## src/rtl/alu_seq.sv

```systemverilog
// -----------------------------------------------------------------------------
// alu_seq -- sequential ALU with valid/ready handshakes on both sides.
//
// Accepts one operation at a time and registers the result and an 8-bit flag
// vector. The result is held until the consumer takes it. MUL is a shift-add
// engine that handles one multiplier bit per cycle. Every other operation
// completes in one cycle.
//
// Parameters:
//   WIDTH      datapath width (even, power of two, >= 4)
//
// Ports:
//   clk        clock; all state changes on the rising edge
//   rst_n      synchronous active-low reset
//   in_valid   operation request
//   in_ready   request can be accepted (high only in IDLE)
//   op         4-bit operation code
//   a, b       operands, captured at acceptance
//   out_valid  z/flags hold a completed result
//   out_ready  consumer takes the result
//   z          result
//   flags      {EQ, LT, ROT_ERR, MUL_ERR, N, Z, C, V}
//
// Optional feature (macro ALU_SEQ_CARRY_CHAIN_EN):
//   Adds a stored-carry register and the ADC (1100) and SBB (1101) ops. When
//   the macro is undefined, those codes are illegal.
// -----------------------------------------------------------------------------
module alu_seq #(
   parameter int WIDTH = 8
) (
   input  logic             clk,
   input  logic             rst_n,
   input  logic             in_valid,
   output logic             in_ready,
   input  logic [3:0]       op,
   input  logic [WIDTH-1:0] a,
   input  logic [WIDTH-1:0] b,
   output logic             out_valid,
   input  logic             out_ready,
   output logic [WIDTH-1:0] z,
   output logic [7:0]       flags
);

   localparam int HALF  = WIDTH / 2;
   localparam int SH_W  = $clog2(WIDTH);
   localparam int CNT_W = $clog2(WIDTH);

   localparam logic [3:0] OP_ADD  = 4'b0000;
   localparam logic [3:0] OP_SUB  = 4'b0001;
   localparam logic [3:0] OP_ROTL = 4'b0010;
   localparam logic [3:0] OP_ROTR = 4'b0011;
   localparam logic [3:0] OP_MUL  = 4'b0100;
   localparam logic [3:0] OP_AND  = 4'b0101;
   localparam logic [3:0] OP_OR   = 4'b0110;
   localparam logic [3:0] OP_XOR  = 4'b0111;
   localparam logic [3:0] OP_NOT  = 4'b1000;
`ifdef ALU_SEQ_CARRY_CHAIN_EN
   localparam logic [3:0] OP_ADC  = 4'b1100;
   localparam logic [3:0] OP_SBB  = 4'b1101;
`endif

   typedef enum logic [1:0] {S_IDLE, S_MUL, S_DONE} state_t;

   state_t             state_q, state_d;
   logic [WIDTH-1:0]   a_q, a_d, b_q, b_d, acc_q, acc_d, z_q, z_d;
   logic [CNT_W-1:0]   cnt_q, cnt_d;
   logic [7:0]         flags_q, flags_d;
`ifdef ALU_SEQ_CARRY_CHAIN_EN
   logic               carry_q, carry_d;
`endif

   // Single-cycle datapath, evaluated on the live inputs. Its result is only
   // used in IDLE, where it is registered at acceptance.
   logic [WIDTH:0]     sum;
   logic [SH_W:0]      rot_sh;
   logic [2*WIDTH-1:0] rot_dbl;
   logic [WIDTH-1:0]   alu_z;
   logic               alu_c, alu_v, alu_legal, alu_rot_err, alu_mul_err;

   always_comb begin
      // NOTE: every output of a combinational block gets a default first, so no
      // path through the case statement leaves a value unassigned and infers a latch.
      sum         = '0;
      alu_z       = '0;
      alu_c       = 1'b0;
      alu_v       = 1'b0;
      alu_legal   = 1'b1;
      alu_rot_err = (b[WIDTH-1:SH_W] != '0);
      alu_mul_err = (a[WIDTH-1:HALF] != '0) || (b[WIDTH-1:HALF] != '0);
      rot_dbl     = {a, a};
      rot_sh      = '0;
      unique case (op)
         OP_ADD: begin
            sum   = {1'b0, a} + {1'b0, b};
            alu_z = sum[WIDTH-1:0];
            alu_c = sum[WIDTH];
            alu_v = (a[WIDTH-1] == b[WIDTH-1]) && (sum[WIDTH-1] != a[WIDTH-1]);
         end
         OP_SUB: begin
            // The extra top bit of the widened difference is the unsigned borrow.
            sum   = {1'b0, a} - {1'b0, b};
            alu_z = sum[WIDTH-1:0];
            alu_c = sum[WIDTH];
            alu_v = (a[WIDTH-1] != b[WIDTH-1]) && (sum[WIDTH-1] != a[WIDTH-1]);
         end
`ifdef ALU_SEQ_CARRY_CHAIN_EN
         OP_ADC: begin
            sum   = {1'b0, a} + {1'b0, b} + {{WIDTH{1'b0}}, carry_q};
            alu_z = sum[WIDTH-1:0];
            alu_c = sum[WIDTH];
            alu_v = (a[WIDTH-1] == b[WIDTH-1]) && (sum[WIDTH-1] != a[WIDTH-1]);
         end
         OP_SBB: begin
            sum   = {1'b0, a} - {1'b0, b} - {{WIDTH{1'b0}}, carry_q};
            alu_z = sum[WIDTH-1:0];
            alu_c = sum[WIDTH];
            alu_v = (a[WIDTH-1] != b[WIDTH-1]) && (sum[WIDTH-1] != a[WIDTH-1]);
         end
`endif
         OP_ROTL: begin
            // Shifting {a,a} right by WIDTH-amt leaves a rotated left by amt in
            // the low half; amt=0 shifts by WIDTH and returns a unchanged.
            rot_sh = (SH_W+1)'(WIDTH) - {1'b0, b[SH_W-1:0]};
            if (!alu_rot_err) alu_z = WIDTH'(rot_dbl >> rot_sh);
         end
         OP_ROTR: begin
            rot_sh = {1'b0, b[SH_W-1:0]};
            if (!alu_rot_err) alu_z = WIDTH'(rot_dbl >> rot_sh);
         end
         OP_MUL: ;  // legal products come from the shift-add engine
         OP_AND: alu_z = a & b;
         OP_OR:  alu_z = a | b;
         OP_XOR: alu_z = a ^ b;
         OP_NOT: alu_z = ~a;
         default: alu_legal = 1'b0;
      endcase
   end

   // FSM next-state and register updates.
   always_comb begin
      state_d = state_q;
      a_d     = a_q;
      b_d     = b_q;
      acc_d   = acc_q;
      cnt_d   = cnt_q;
      z_d     = z_q;
      flags_d = flags_q;
`ifdef ALU_SEQ_CARRY_CHAIN_EN
      carry_d = carry_q;
`endif
      unique case (state_q)
         S_IDLE: begin
            if (in_valid) begin
               if (op == OP_MUL && !alu_mul_err) begin
                  state_d = S_MUL;
                  a_d     = a;
                  b_d     = b;
                  acc_d   = '0;
                  cnt_d   = '0;
               end else begin
                  state_d = S_DONE;
                  if (alu_legal) begin
                     z_d     = alu_z;
                     flags_d = {a == b, a < b,
                                alu_rot_err && (op == OP_ROTL || op == OP_ROTR),
                                alu_mul_err && (op == OP_MUL),
                                alu_z[WIDTH-1], alu_z == '0, alu_c, alu_v};
                  end else begin
                     z_d     = '0;
                     flags_d = 8'h04;
                  end
`ifdef ALU_SEQ_CARRY_CHAIN_EN
                  if (op == OP_ADD || op == OP_SUB || op == OP_ADC || op == OP_SBB)
                     carry_d = alu_c;
`endif
               end
            end
         end
         S_MUL: begin
            if (b_q[cnt_q]) acc_d = acc_q + (a_q << cnt_q);
            cnt_d = cnt_q + 1'b1;
            if (cnt_q == CNT_W'(HALF - 1)) begin
               state_d = S_DONE;
               cnt_d   = '0;
               z_d     = acc_d;
               flags_d = {a_q == b_q, a_q < b_q, 2'b00,
                          acc_d[WIDTH-1], acc_d == '0, 2'b00};
            end
         end
         S_DONE: if (out_ready) state_d = S_IDLE;
         default: state_d = S_IDLE;
      endcase
   end

   always_ff @(posedge clk) begin
      // NOTE: state registers use non-blocking assignments so every flop samples
      // the pre-edge values, independent of statement order.
      if (!rst_n) begin
         state_q <= S_IDLE;
         a_q     <= '0;
         b_q     <= '0;
         acc_q   <= '0;
         cnt_q   <= '0;
         z_q     <= '0;
         flags_q <= '0;
`ifdef ALU_SEQ_CARRY_CHAIN_EN
         carry_q <= 1'b0;
`endif
      end else begin
         state_q <= state_d;
         a_q     <= a_d;
         b_q     <= b_d;
         acc_q   <= acc_d;
         cnt_q   <= cnt_d;
         z_q     <= z_d;
         flags_q <= flags_d;
`ifdef ALU_SEQ_CARRY_CHAIN_EN
         carry_q <= carry_d;
`endif
      end
   end

   assign in_ready  = (state_q == S_IDLE);
   assign out_valid = (state_q == S_DONE);
   assign z         = z_q;
   assign flags     = flags_q;

endmodule
```

## config.mk

```make
export PLATFORM = sky130hd
export DESIGN_NAME = alu_seq
export DESIGN_NICKNAME = d
export VERILOG_FILES = /design/src/rtl/alu_seq.sv
export SDC_FILE = /design/constraint.sdc
export NUM_CORES = 1
export LEC_CHECK = 0
export CAP_MARGIN = 10
export CORE_ASPECT_RATIO = 1.2
export CORE_UTILIZATION = 55
export CTS_BUF_LIST = sky130_fd_sc_hd__clkbuf_16
export DETAILED_ROUTE_END_ITERATION = 7
export PLACE_DENSITY_LB_ADDON = 0.3
export SYNTH_ARGS = -nofsm -noshare
export SYNTH_HDL_FRONTEND = slang
export SYNTH_SLANG_ARGS = --single-unit
```

## constraint.sdc

```tcl
create_clock -name clk -period 4 [get_ports clk]
set_clock_uncertainty 0.05 [all_clocks]
set_input_delay 0.4 -clock clk [delete_from_list [all_inputs] [get_ports clk]]
set_output_delay 0.4 -clock clk [all_outputs]
set_load 0.02 [all_outputs]
```

==> results.json <==
{
  "nNetsFinal": 699,
  "synthArstFlopShare": 0,
  "yosysTopAreaCellShare": 0.187,
  "clk_pin_slew_ns": 0.06,
  "ys_top_cells_by_area": "dfxtp_1 19%, ha_1 11%, mux2i_1 6.4%",
  "hold_viol": 0,
  "core_um2": 8200,
  "path_cells": "clkdlybuf4s50_1 > inv_4 > ha_1 > mux2i_1 > nor2_1 > o21ai_0 > a21oi_1 > nor4_1 > nand4_1 > or4_1 > a31oi_1",
  "worstSetupPathType": "input pin to flip-flop",
  "crit_path_top_delay_cell": "clkdlybuf4s50_1",
  "grt-ovfl-total": 0,
  "diodes": 0,
  "drt-initial-drc-count": 353,
  "synth_edf_count": 0,
  "setup_tns_ns": 0,
  "fmax_mhz": 276,
  "synth-seq-cells": 44,
  "io_pins": 42,
  "start_util": 0.575,
  "crit_buf_inv": 2,
  "port_buffers": 41,
  "cts_made_buffers": 5,
  "viasPerCell": 6.31,
  "synth_ff_type": "dfxtp_1",
  "root_buffer": "clkbuf_16",
  "place_hpwl_um": 10600,
  "avgRoutedWirePerCell_um": 18.4,
  "final_cells": 746,
  "power.leakage_nw": 2.21,
  "yosys_warnings": 0,
  "cts_setup_buffers": 0,
  "grtUsageTotal": 0.319,
  "clk_path_buf_depth": 2,
  "cp.required_ns": 4.16,
  "cp.arrival_ns": 3.78,
  "route.detailed.drc": 0,
  "maxSlewViolCount": 0,
  "syn_nets": 672,
  "fin_hold_ws_ns": 0.440,
  "die_w_um": 86.5,
  "period_minus_slack_ns": 3.62,
  "synth_area_um2": 4710,
  "dr.pass1.iters": 5,
  "htreeDepth": 2,
  "max_cap_violations": 0,
  "startpoint_type": "input pin",
  "dp.cells": 738,
  "nFillCells": 721,
  "first_global_vias": 4395,
  "slowest_delay_ns": 0.70,
  "syn_to_final_growth_pct": 14.7,
  "vdd_drop_max_uv": 145,
  "grt_max_degree": 45,
  "gp_congestion": 1.01,
  "cts_tree": "built",
  "end_kind": "flip-flop",
  "cp_top_family": "simple AND/OR/NAND/NOR gates",
  "row_count": 36,
  "finalCritPeriodShare": 0.905,
  "drive_above_1_share": 0.0949,
  "clk_latency_ns": 0.29,
  "finalSetupViolations": 0,
  "numClockSinks": 44,
  "holdBufCountCts": 0,
  "fin_util": 0.659,
  "place_ws_ns": 0.239,
  "multi_input_area_um2": 3470,
  "syn_inst": 604,
  "outcome": "finished clean",
  "register_area_um2": 881,
  "vias": 4705,
  "dieArea_um2": 8940,
  "rsz0062_at_grt": "no",
  "relSlewSlack": 0.212,
  "powerDensity_nw_per_um2": 229,
  "dieHeight_um": 103,
  "ys_seq_area_frac": 0.187,
  "setup_slack_ns": 0.380,
  "synth_cell_types": 69,
  "ctsResizeCount": 0,
  "antenna_found_initial": 0,
  "cp_max_fo": 12,
  "syn_area_per_cell_um2": 7.80,
  "drt-total-wl_um": 13800,
  "synth_area_leader_cell": "dfxtp_1",
  "drtAntennaViolNets": 0,
  "grt_pass1_wl_um": 22000,
  "min_path_type": "flip-flop to flip-flop",
  "worst_slew_pin_slew_ns": 1.18
}
==> kinds of logic after synthesis <==
logic type                 Yosys count  synth area share
AOI/OAI and AO/OA                  157             0.211
xor gates and xnor gates            12            0.0239
adders and majority gates           44             0.122
buffers and inverters               87            0.0767
DFF                                 44             0.187
muxes                               50             0.149
and+or+nand+nor                    210             0.231
==> worst paths after layout <==
| kind | start | endpoint | slack [ns] | cells after the start |
|---|---|---|---|---|
| setup / recovery | b[0] | flags[2] | 0.38 | 11 |
| setup reg to reg | cnt_q[1] | flags[3] | 0.78 | 12 |
| hold reg to reg | b_q[2] | b_q[2] | 0.44 | 2 |
| hold / removal | b_q[2] | b_q[2] | 0.44 | 2 |
==> cells in the final DEF, fill, tap and decap left out, types with 5 or more instances in the layout <==
master	Yosys	final
a21oi_1	56	56
nand2_1	46	46
nor2_1	44	44
dfxtp_1	44	44
ha_1	41	41
clkdlybuf4s50_1	0	41
inv_1	36	36
mux2i_1	30	30
buf_4	1	29
o21ai_0	26	26
nor2b_1	21	21
nor3_1	19	18
nand3_1	14	14
mux4_2	13	13
and3_1	9	9
nor4_1	9	9
o22ai_1	8	8
nand4_1	8	8
or3_1	8	8
or4_1	7	7
o21a_1	7	7
xnor2_1	7	7
a21boi_0	7	7
nand2b_1	6	6
o21bai_1	6	6
o211ai_1	5	5
and2_1	5	5
clkbuf_16	0	5
==> Yosys cell counts, types with 8 or more instances <==
cell      count
o22ai_1       8
or3_1         8
a21oi_1      56
nor2b_1      21
dfxtp_1      44
nor2_1       44
nand3_1      14
inv_1        36
nand2_1      46
nor4_1        9
clkbuf_1     35
mux4_2       13
and3_1        9
nor3_1       19
nand4_1       8
buf_2        11
mux2i_1      30
ha_1         41
o21ai_0      26
==> worst register-to-register path, stage by stage, from the launching register on <==
cell     delay, ns
dfxtp_1       0.73
mux2_2        0.42
o21ai_0       0.19
o22ai_1       0.15
ha_1          0.32
nand3_1       0.08
o22a_1        0.22
a21oi_1       0.16
mux2i_1       0.23
xor2_1        0.20
nor2_1        0.09
a21oi_1       0.15
a21oi_1       0.07
==> final cells by class <==
class                      count  share of cell area
tap                          114              0.0264
clock inverter                 3             0.00255
inverter                      37              0.0262
multi-input combinational    473               0.643
sequential                    44               0.163
timing repair buffer          70               0.116
clock buffer                   5              0.0231
==> stage by stage <==
stage	total power, W	cell area [um2]
3_3_place_gp	0.000844	5270
2_1_floorplan	0.000718	4710
4_1_cts	0.00123	5410
6_report	0.00124	5410
3_5_place_dp	0.000846	5270
5_1_grt	0.00129	5410
==> registers in the layout, summed over array words and instances (netlist names) <==
signal   flops
acc_q        8
state_q      2
a_q          8
b_q          8
z            7
cnt_q        3
flags        8
==> power breakdown <==
group	switching, W	internal [W]
Combinational	0.000219	0.000171
Clock	0.000167	0.000227
Sequential	0.00000732	0.000448
==> per-layer routing <==
metal / share of wire / vias to the layer above / global-route usage / wire length (um)
met5: 0 / - / 0 / 0
met4: 0.045 / 0 / 0.171 / 613
met3: 0.054 / 36 / 0.0286 / 748
met2: 0.50 / 197 / 0.570 / 6830
met1: 0.40 / 2218 / 0.381 / 5570
li1: - / 2254 / - / -
No activity file was read; power rests on OpenSTA's default activity.
